File: src/rtl/demux_8_capture.sv
// ============================================================================
// Module   : demux_8_capture
// Purpose  : 1-to-8 serial bit demultiplexer with byte capture, idle timeout
//            and overrun flag. Define DEMUX8_MSB_FIRST_EN for MSB-first order.
// Revision : 1.0 - initial release
// ============================================================================
`default_nettype none

module demux_8_capture #(
  parameter int IDLE_TIMEOUT = 15
) (
  input  logic       clock,
  input  logic       reset,
  input  logic       din,
  input  logic       din_valid,
  input  logic       flush,
  input  logic       dout_ready,
  output logic [7:0] dout,
  output logic       dout_valid,
  output logic [2:0] lane_sel,
  output logic       overrun,
  output logic       timeout
);

  localparam logic [0:0] S_IDLE = 1'b0;
  localparam logic [0:0] S_FILL = 1'b1;
  localparam logic [7:0] c_timeout_last = 8'(IDLE_TIMEOUT - 1);

  logic [0:0] r_state;
  logic [0:0] w_state_next;
  logic [2:0] r_lane;
  logic [7:0] r_shift;
  logic [7:0] r_idle_cnt;
  logic [7:0] r_dout;
  logic       r_dout_valid;
  logic       r_overrun;
  logic       r_timeout;

  logic [2:0] w_pos;
  logic [7:0] w_byte;
  logic       w_complete;
  logic       w_timeout_hit;
  logic       w_write;
  logic       w_clear;
  logic       w_count_idle;
  logic       w_load;
  logic       w_drop;

`ifdef DEMUX8_MSB_FIRST_EN
  assign w_pos = 3'd7 - r_lane;
`else
  assign w_pos = r_lane;
`endif

  // The eighth bit is merged combinationally so the byte loads without a bubble.
  assign w_byte        = r_shift | (8'(din) << w_pos);
  assign w_complete    = din_valid && !flush && (r_lane == 3'd7);
  assign w_timeout_hit = (r_state == S_FILL) && !din_valid && !flush &&
                         (r_idle_cnt == c_timeout_last);
  assign w_load        = w_complete && (!r_dout_valid || dout_ready);
  assign w_drop        = w_complete && r_dout_valid && !dout_ready;

  always_ff @(posedge clock) begin
    if (reset) begin
      r_state <= S_IDLE;
    end else begin
      r_state <= w_state_next;
    end
  end

  always_comb begin
    w_state_next = r_state;
    case (r_state)
      S_IDLE: if (din_valid && !flush) w_state_next = S_FILL;
      S_FILL: if (flush || w_complete || w_timeout_hit) w_state_next = S_IDLE;
      default: w_state_next = S_IDLE;
    endcase
  end

  always_comb begin
    w_write      = 1'b0;
    w_clear      = 1'b0;
    w_count_idle = 1'b0;
    case (r_state)
      S_IDLE: begin
        w_write = din_valid && !flush;
        w_clear = flush;
      end
      S_FILL: begin
        w_write      = din_valid && !flush;
        w_clear      = flush || w_complete || w_timeout_hit;
        w_count_idle = !din_valid && !flush;
      end
      default: w_clear = 1'b1;
    endcase
  end

  // Clearing the shift register at every byte boundary keeps unwritten lanes at 0.
  always_ff @(posedge clock) begin
    if (reset) begin
      r_lane     <= 3'd0;
      r_shift    <= 8'h00;
      r_idle_cnt <= 8'd0;
    end else if (w_clear) begin
      r_lane     <= 3'd0;
      r_shift    <= 8'h00;
      r_idle_cnt <= 8'd0;
    end else if (w_write) begin
      r_lane         <= r_lane + 3'd1;
      r_shift[w_pos] <= din;
      r_idle_cnt     <= 8'd0;
    end else if (w_count_idle) begin
      r_idle_cnt <= r_idle_cnt + 8'd1;
    end
  end

  always_ff @(posedge clock) begin
    if (reset) begin
      r_dout       <= 8'h00;
      r_dout_valid <= 1'b0;
      r_overrun    <= 1'b0;
      r_timeout    <= 1'b0;
    end else begin
      if (w_load) begin
        r_dout       <= w_byte;
        r_dout_valid <= 1'b1;
      end else if (dout_ready) begin
        r_dout_valid <= 1'b0;
      end
      if (flush) begin
        r_overrun <= 1'b0;
      end else if (w_drop) begin
        r_overrun <= 1'b1;
      end
      r_timeout <= w_timeout_hit;
    end
  end

  assign dout       = r_dout;
  assign dout_valid = r_dout_valid;
  assign lane_sel   = r_lane;
  assign overrun    = r_overrun;
  assign timeout    = r_timeout;

endmodule

`default_nettype wire

File: config.mk
export PLATFORM = sky130hd
export DESIGN_NAME = demux_8_capture
export DESIGN_NICKNAME = d
export VERILOG_FILES = /design/src/rtl/demux_8_capture.sv
export SDC_FILE = /design/constraint.sdc
export NUM_CORES = 1
export LEC_CHECK = 0
export BUFFER_PORTS_ARGS = -buffer_cell sky130_fd_sc_hd__buf_2
export CAP_MARGIN = 30
export CORE_UTILIZATION = 32
export CTS_BUF_LIST = sky130_fd_sc_hd__clkbuf_16
export CTS_CLUSTER_DIAMETER = 120
export DETAILED_ROUTE_END_ITERATION = 10
export GPL_ROUTABILITY_DRIVEN = 0
export SLEW_MARGIN = 20
export SYNTH_ARGS = -nofsm -noshare
export SYNTH_HDL_FRONTEND = slang
export SYNTH_SLANG_ARGS = --single-unit
export TNS_END_PERCENT = 50
File: constraint.sdc
create_clock -name clock -period 2 [get_ports clock]
set_input_delay 0.4 -clock clock [delete_from_list [all_inputs] [get_ports clock]]
set_output_delay 0.4 -clock clock [all_outputs]
set_load 0.03 [all_outputs]
After elaboration in Yosys (flattened, before gate mapping)

Index checks and enable logic that the tools add are counted.

Logic and storage cells: 48
Bits in registers: 31
Output and inout port bits: 14
Input bits: 6

Shift operators: 1
Bitwise logic cells: 2
Reductions and logical operators: 21
Add/subtract/negate cells: 2
Mux-type cells: 10
$lt $le $gt $ge: 2
Equal/unequal tests: 2

Operators by type and width:

| cell                  | number |
|---|---|
| $logic_and A1 B1 Y1   | 10 |
| $add A8 B1 Y8 const B | 1 |
| $bwmux W8             | 1 |
| $eq A8 B4 Y1 const B  | 1 |
| $or A8 B8 Y8          | 1 |
| $shl A1 B3 Y8         | 1 |
| $mux W1               | 6 |
| $logic_not A1 Y1      | 4 |
| $lt A3 B4 Y1 const B  | 1 |
| $pmux W1 S2           | 2 |
| $reduce_or A2 Y1      | 2 |
| $add A3 B1 Y3 const B | 1 |
| $demux W1 S3          | 1 |
| $eq A3 B3 Y1 const B  | 1 |
| $ge A3 B1 Y1 const B  | 1 |
| $logic_or A1 B1 Y1    | 3 |
| $reduce_or A3 Y1      | 1 |
| $reduce_bool A2 Y1    | 1 |
| $not A1 Y1            | 1 |

Depth between registers and ports, before layout

Gate-level depths: netlist (run 1).

Word-level depth: 7
Gate-level depth with buffers: 6
Mapped depth without buffers: 5

Least setup slack after synthesis (run 1)

OpenSTA, ideal clock, no wires.

Path type: register -> register
Start: reg r_lane[1], in the netlist lane_sel[1]
End: reg r_dout[7], in the netlist dout[7]
Clock period less this slack: 1.674 ns
Setup time: 0.086 ns
Setup slack: 0.326 ns
Path buffers: 1
Stages on the path, launching flop included: 7
Required time: 1.914 ns
Arrival time: 1.588 ns
Cell sequence: dfxtp_1 ha_1 ha_1 and3b_1 clkbuf_1 a21oi_1 a211oi_1

Longest elaborated chain between the ends: 3
Elaborated cells on any way between the ends: 5
Those cells by class: 1 x eq/ne; 1 x shift; 1 x bitwise; 2 x reduce/logical

Ends and longest elaborated chain:

| element                | RTL line | source |
|---|---|---|
| start, declared        | 31       | `logic [2:0] r_lane;` |
| start signal, assigned | 109      | `r_lane <= r_lane + 3'd1;` |
| $eq A3 B3 Y1           | 57       | `assign w_complete = din_valid && !flush && (r_lane == 3'd7);` |
| $logic_and A1 B1 Y1    | 57       |  |
| $logic_and A1 B1 Y1    | 60       | `assign w_load = w_complete && (!r_dout_valid \|\| dout_ready);` |
| end signal, assigned   | 125      | `r_dout <= w_byte;` |
| end, declared          | 34       | `logic [7:0] r_dout;` |

Several ways; a longest one is shown, not always the timed one.
A chain may end at the register's enable or synchronous reset.

Final worst setup path (run 1)

Start: reg r_idle_cnt[1]
End: reg r_idle_cnt[1]

Longest elaborated chain between the ends: 5
Elaborated cells on any way between the ends: 6
Those cells by class: 1 x add/sub; 1 x eq/ne; 1 x mux; 3 x reduce/logical

Ends and longest elaborated chain:

| element                           | RTL line | source |
|---|---|---|
| start, declared                   | 33       | `logic [7:0] r_idle_cnt;` |
| start signal, assigned            | 113      | `r_idle_cnt <= r_idle_cnt + 8'd1;` |
| $eq A8 B4 Y1                      | 59       | `(r_idle_cnt == c_timeout_last);` |
| $logic_and A1 B1 Y1               | 58       | `assign w_timeout_hit = (r_state == S_FILL) && !din_valid && !flush &&` |
| $logic_or A1 B1 Y1                | 91       | `w_clear = flush \|\| w_complete \|\| w_timeout_hit;` |
| $pmux W1 S2                       | 84       | `case (r_state)` |
| $reduce_or A3 Y1 (no source line) | n/a      |  |

Several ways; a longest one is shown, not always the timed one.

==> results.json, run 1 <==
{
  "final_util_pct": 41.4,
  "yosys.cell_types.count": 35,
  "finalNonFillerCells": 230,
  "multiInputGateArea_um2": 758,
  "synthTopCellsByArea": "dfxtp_1 43%, a21oi_1 9.5%, a211oi_1 4.7%, ha_1 3.5%, o21ai_0 3.5%",
  "dp_hpwl_um": 2340,
  "worst_r2r_endpoint": "r_idle_cnt[1]",
  "finClkSkew_ps": 3.92,
  "start_util_pct": 34.5,
  "regArea_um2": 621,
  "grt.total_usage_pct": 15.2,
  "dp.cells": 223,
  "path_class": "reg -> reg",
  "cts.sinks": 31,
  "arrival_ps": 1840,
  "synthArstFlopShare_pct": 0,
  "place_ws_ps": 281,
  "antenna_found_initial": 0,
  "die_x_um": 68.8,
  "core_um2": 4140,
  "drtPass1Iterations": 4,
  "clk_pin_slew_ps": 50,
  "period_share_pct": 84.8,
  "dieArea_um2": 4730,
  "endpoint": "r_idle_cnt[1]",
  "layout_min_cycle_time_ps": 1700,
  "worst_pin_slew_ps": 408,
  "outcome": "completed",
  "vias": 1266,
  "avgSynthCellArea_um2": 8.98,
  "ir_worst_vdd_v": 0.000317,
  "tritoncts": "done",
  "synth_seq_cells": 31,
  "start_kind": "flip-flop",
  "area_growth_pct": 20.2,
  "final_max_slew_viol_count": 0,
  "synth-edff-count": 0,
  "io_pins": 20,
  "htreeDepth": 2,
  "critical_path.startpoint": "r_idle_cnt[1]",
  "drive_gt1_share_pct": 18.9,
  "reg2reg_depth": 4,
  "grt_setup_unrepaired": "no",
  "grt_pass1_wl_um": 5300,
  "antenna_left": 0,
  "finalSetupViolations": 0,
  "nFillCells": 408,
  "clockBufferDepth": 2,
  "yosys.area.top_type": "dfxtp_1",
  "clk_latency_ps": 270,
  "critPathMaxFanout": 8,
  "reg2reg_slack_ps": 300,
  "vias_per_cell": 5.50,
  "grt_max_degree": 16,
  "first_iter_violations": 26,
  "setup_slack_ps": 305,
  "fmax_ghz": 0.590,
  "io_buffers": 19,
  "ys_warn_count": 0,
  "hp-start": "reset",
  "hold_viol_final": 0,
  "postCtsSetupRepairBufs": 0,
  "hold_buffers": 0,
  "synth_fp_nets": 169,
  "leakage_nw": 0.599,
  "critPathCaptureType": "flip-flop",
  "drv_cap": 0,
  "cts.repair.resized": 0,
  "ys_top_cells_by_count": "31 x dfxtp_1, 27 x a21oi_1, 10 x o21ai_0, 9 x a211oi_1",
  "syn_inst": 159,
  "min_path_type": "in -> reg",
  "drc": 0,
  "grt_pass1_vias": 1174,
  "numCtsBuffers": 5,
  "wl_per_cell_um": 14.3,
  "synthFlopType": "dfxtp_1",
  "max-slew-margin-rel_pct": 72.7,
  "grt-ovfl-total": 0,
  "synthDominantCellAreaShare_pct": 43.5,
  "nets": 190,
  "die_h_um": 68.8,
  "p_per_area_nw_per_um2": 800,
  "synth_area_um2": 1430,
  "setup_tns_ps": 0,
  "reg2reg_from": "r_idle_cnt[1]",
  "num_antenna_cells": 0,
  "ctsRootBufferMaster": "clkbuf_16",
  "synth.most_common_cell": "dfxtp_1",
  "ys_seq_area_share_pct": 43.5,
  "rows": 23,
  "routed_wl_um": 3280,
  "worstPathRequired_ps": 2140
}
==> how the worst min path moves through the flow <==
| stage | endpoint | slack, ps | depth (start not counted) |
|---|---|---|---|
| 6_report | dout_valid | 470 | 2 |
| 5_1_grt | dout_valid | 490 | 2 |
| 4_1_cts | dout_valid | 460 | 2 |
| 3_5_place_dp | r_shift[3] | 470 | 2 |
| 3_3_place_gp | r_shift[1] | 460 | 2 |
| 2_1_floorplan | r_shift[1] | 450 | 2 |
==> kinds of logic after synthesis <==
| family | after synthesis | synth area share (%) |
|---|---|---|
| adders and majority gates | 4 | 3.51 |
| DFF | 31 | 43.5 |
| and+or+nand+nor | 50 | 21.7 |
| buffers and inverters | 12 | 3.42 |
| AOI/OAI and AO/OA | 58 | 25.2 |
| xor gates and xnor gates | 2 | 1.23 |
| muxes | 2 | 1.40 |
==> report_power, final <==
group | leakage (nW) | total (mW) | switching, mW | internal, mW
registers | 0.250 | 0.624 | 0.00262 | 0.621
logic | 0.282 | 0.0579 | 0.0380 | 0.0199
clock network | 0.0671 | 0.690 | 0.245 | 0.445
total | 0.599 | 1.37 | 0.285 | 1.09
==> critical path, cell delays in order, from the launching register on <==
cell and delay, ps:
dfxtp_1 400, ha_1 180, or3b_2 510, o31ai_4 380
a211oi_1 90
==> state kept, by name, indices dropped and copies added, names as in the netlist <==
| name | flops |
|---|---|
| dout | 8 |
| r_idle_cnt | 8 |
| r_shift | 8 |
| lane_sel | 3 |
| dout_valid | 1 |
| overrun | 1 |
| r_state | 1 |
| timeout | 1 |
==> metrics by stage <==
step	power, mW	instance area (um2)	hold slack [ps]
floorplan	0.675	1430	447
global placement	0.692	1580	458
detailed placement	0.694	1580	467
CTS	1.39	1720	457
global route	1.42	1720	495
finish	1.37	1720	472
==> placed cells by master, fill, tap and decap left out, types with 4 or more instances in the layout <==
cell type / n
a21oi_1: 27
o21ai_0: 10
nand3_1: 7
a31oi_1: 4
buf_4: 5
ha_1: 4
dfxtp_1: 31
nor2b_1: 4
nand4_1: 4
buf_2: 19
clkbuf_16: 5
a211oi_1: 9
nand2b_1: 4
or3_1: 4
nor2_1: 8
==> routing by layer <==
layer / vias up / part of all wire [%] / GRT usage (%)
met5: - / 0 / 0
met4: 0 / 0.85 / 7.65
met3: 2 / 3.1 / 3.29
met2: 22 / 48 / 26.3
met1: 605 / 48 / 17.5
li1: 637 / - / -
==> cell type report <==
| type | count | share of cell area (%) |
|---|---|---|
| inverter | 2 | 0.438 |
| timing repair buffer | 24 | 7.73 |
| clock buffer | 5 | 7.29 |
| multi-input combinational | 116 | 44.2 |
| tap | 50 | 3.65 |
| sequential | 31 | 36.2 |
| clock inverter | 2 | 0.511 |
No activity file was read; power rests on OpenSTA's default activity.
==> run 2: changes to the inputs <==
--- a/config.mk
+++ b/config.mk
@@ -5,6 +5,7 @@
 export SDC_FILE = /design/constraint.sdc
 export NUM_CORES = 1
 export LEC_CHECK = 0
+export ABC_AREA = 1
 export BUFFER_PORTS_ARGS = -buffer_cell sky130_fd_sc_hd__buf_2
 export CAP_MARGIN = 30
 export CORE_UTILIZATION = 32
==> constraint.sdc (replaced) <==
create_clock -name clock -period 1.5 [get_ports clock]
set_input_delay 0.3 -clock clock [delete_from_list [all_inputs] [get_ports clock]]
set_output_delay 0.3 -clock clock [all_outputs]
set_load 0.03 [all_outputs]
==> run 2 against run 1 <==
Die area rose by 0.84%. Area after synthesis rose by 0.88%. Total power grew 35%. Worst setup slack lost 230 ps. Final cell count up 23%. Sequential power up 34%. Clock-buffer cell count stayed put. Via count increased by 0.95%. Worst hold slack worse by 210 ps. Sequential share of layout area is 1.3 points lower. Clock skew shrank 1.2 ps.
==> results.json, run 2 <==
{
  "ys_warn_count": 0,
  "grt.total_usage_pct": 13.2,
  "arrival_ps": 1590,
  "nFillCells": 455,
  "core_um2": 4350,
  "drv_cap": 0,
  "ctsRootBufferMaster": "clkbuf_16",
  "start_kind": "flip-flop",
  "yosys.area.top_type": "dfxtp_1",
  "grt_pass1_vias": 1157,
  "antenna_left": 0,
  "synth_fp_nets": 208,
  "final_util_pct": 41.0,
  "grt_max_degree": 17,
  "htreeDepth": 2,
  "design_area_um2": 1790,
  "first_iter_violations": 107,
  "finalSetupViolations": 0,
  "final.hold.worst_slack_ps": 261,
  "ir_worst_vdd_v": 0.000364,
  "worstPathRequired_ps": 1660,
  "synth_area_um2": 1440,
  "numCtsBuffers": 5,
  "yosys.cell_types.count": 20,
  "place_ws_ps": 20.3,
  "avgSynthCellArea_um2": 7.27,
  "wl_per_cell_um": 10.5,
  "placed_cell_area_um2": 1630,
  "drc": 0,
  "multiInputGateArea_um2": 706,
  "vias": 1278,
  "hold_buffers": 0,
  "leakage_nw": 0.755,
  "synthFlopType": "dfxtp_1",
  "cts.sinks": 31,
  "tritoncts": "done",
  "grt-ovfl-total": 0,
  "critPathMaxFanout": 11,
  "fmax_ghz": 0.703,
  "max-slew-margin-rel_pct": 75.8,
  "final_max_slew_viol_count": 0,
  "grt_setup_unrepaired": "yes",
  "dieArea_um2": 4770,
  "synth.most_common_cell": "nor2_1",
  "dp_hpwl_um": 2110,
  "outcome": "completed",
  "vias_per_cell": 4.53,
  "most-common-layout-cells": "32 x nor2_1, 30 x nand2_1, 29 x dfxtp_1, 25 x inv_1, 19 x buf_2",
  "whs_path_depth": 2,
  "routed_wl_um": 2960,
  "synthDominantCellAreaShare_pct": 43.1,
  "syn_inst": 198,
  "synth-edff-count": 0,
  "drtPass1Iterations": 4,
  "synth_seq_cells": 31,
  "io_buffers": 19,
  "die_x_um": 69.1,
  "finClkSkew_ps": 2.76,
  "clk_pin_slew_ps": 50,
  "nets": 239,
  "power_mw": 1.85,
  "reg2reg_slack_ps": 80,
  "critPathCaptureType": "flip-flop",
  "clk_latency_ps": 270,
  "synthTopCellsByArea": "dfxtp_1 43%, nor2_1 8.6%, nand2_1 8.1%, inv_1 6.3%, a21oi_1 5.6%",
  "rows": 24,
  "regArea_um2": 623,
  "io_pins": 20,
  "setup_tns_ps": 0,
  "antenna_found_initial": 0,
  "start_util_pct": 33.1,
  "finalNonFillerCells": 282,
  "reg2reg_depth": 9,
  "ys_top_cells_by_count": "33 x nor2_1, 31 x dfxtp_1, 31 x nand2_1, 24 x inv_1",
  "min_path_type": "in -> reg",
  "die_h_um": 69.1,
  "worst_pin_slew_ps": 361,
  "layout_commonest_cell": "nor2_1",
  "grt_pass1_wl_um": 5040,
  "p_per_area_nw_per_um2": 1040,
  "ys_seq_area_share_pct": 43.1,
  "num_antenna_cells": 0,
  "area_growth_pct": 24.0,
  "period_share_pct": 94.8,
  "clockBufferDepth": 2,
  "layout_min_cycle_time_ps": 1420,
  "dp.cells": 273,
  "drive_gt1_share_pct": 24.3,
  "path_class": "reg -> reg",
  "synthArstFlopShare_pct": 0,
  "hold_viol_final": 0,
  "setup_slack_ps": 77.6
}
## run 2: cell types whose count changed after synthesis, sizes merged, moves of 7 or more
cell,delta
a211oi,-9
a21oi,-11
clkbuf,-7
inv,+24
nand2,+33
nor2,+37
## run 2: final cells by class
type | instances | share of cell area [%]
clock buffers | 5 | 7.01
clock inverters | 3 | 0.631
inverters | 26 | 5.61
multi-input cells | 138 | 39.5
flip-flops and latches | 31 | 34.9
well taps | 52 | 3.64
repair buffers | 27 | 8.69
## run 2: path summary, 6_finish.rpt
kind	start	endpoint
min reg2reg	overrun	overrun
max reg2reg	lane_sel[0]	r_shift[5]
max	lane_sel[0]	r_shift[5]
min	reset	timeout
## run 2: kinds of logic after synthesis
| family | count (synthesis) | share of synthesized area, % |
|---|---|---|
| and+or+nand+nor | 88 | 26.7 |
| buffers and inverters | 29 | 8.60 |
| AOI/OAI and AO/OA | 41 | 15.1 |
| DFF | 31 | 43.1 |
| xor gates and xnor gates | 5 | 3.04 |
| adders and majority gates | 4 | 3.48 |
## run 2: critical path, cell delays in order, from the launching register on
cell	delay (ps)
dfxtp_2	330
ha_1	140
ha_1	130
inv_1	40
nor2_2	190
nor2_1	60
nand2_1	100
nand2_2	80
nand2_4	180
nor2_2	50
## run 2: per-layer routing
metal	global-route usage [%]	part of all wire (%)
met2	19.6	43
met3	3.95	3.9
met5	0	0
met4	7.48	2.3
met1	16.8	51
## run 2: power by group
part | leakage (nW) | internal (mW) | switching, mW | total (mW)
logic | 0.434 | 0.0279 | 0.0681 | 0.0960
clock network | 0.0701 | 0.594 | 0.326 | 0.920
registers | 0.251 | 0.831 | 0.00460 | 0.836
total | 0.755 | 1.45 | 0.399 | 1.85
## run 2: repair_timing
item                                    4_1_cts  5_1_grt
endpoints found under the setup margin        1        7
endpoints found under the hold margin         0        0
pin swaps                                     0        0
gates resized for setup                       1        3
buffers inserted                              0        1
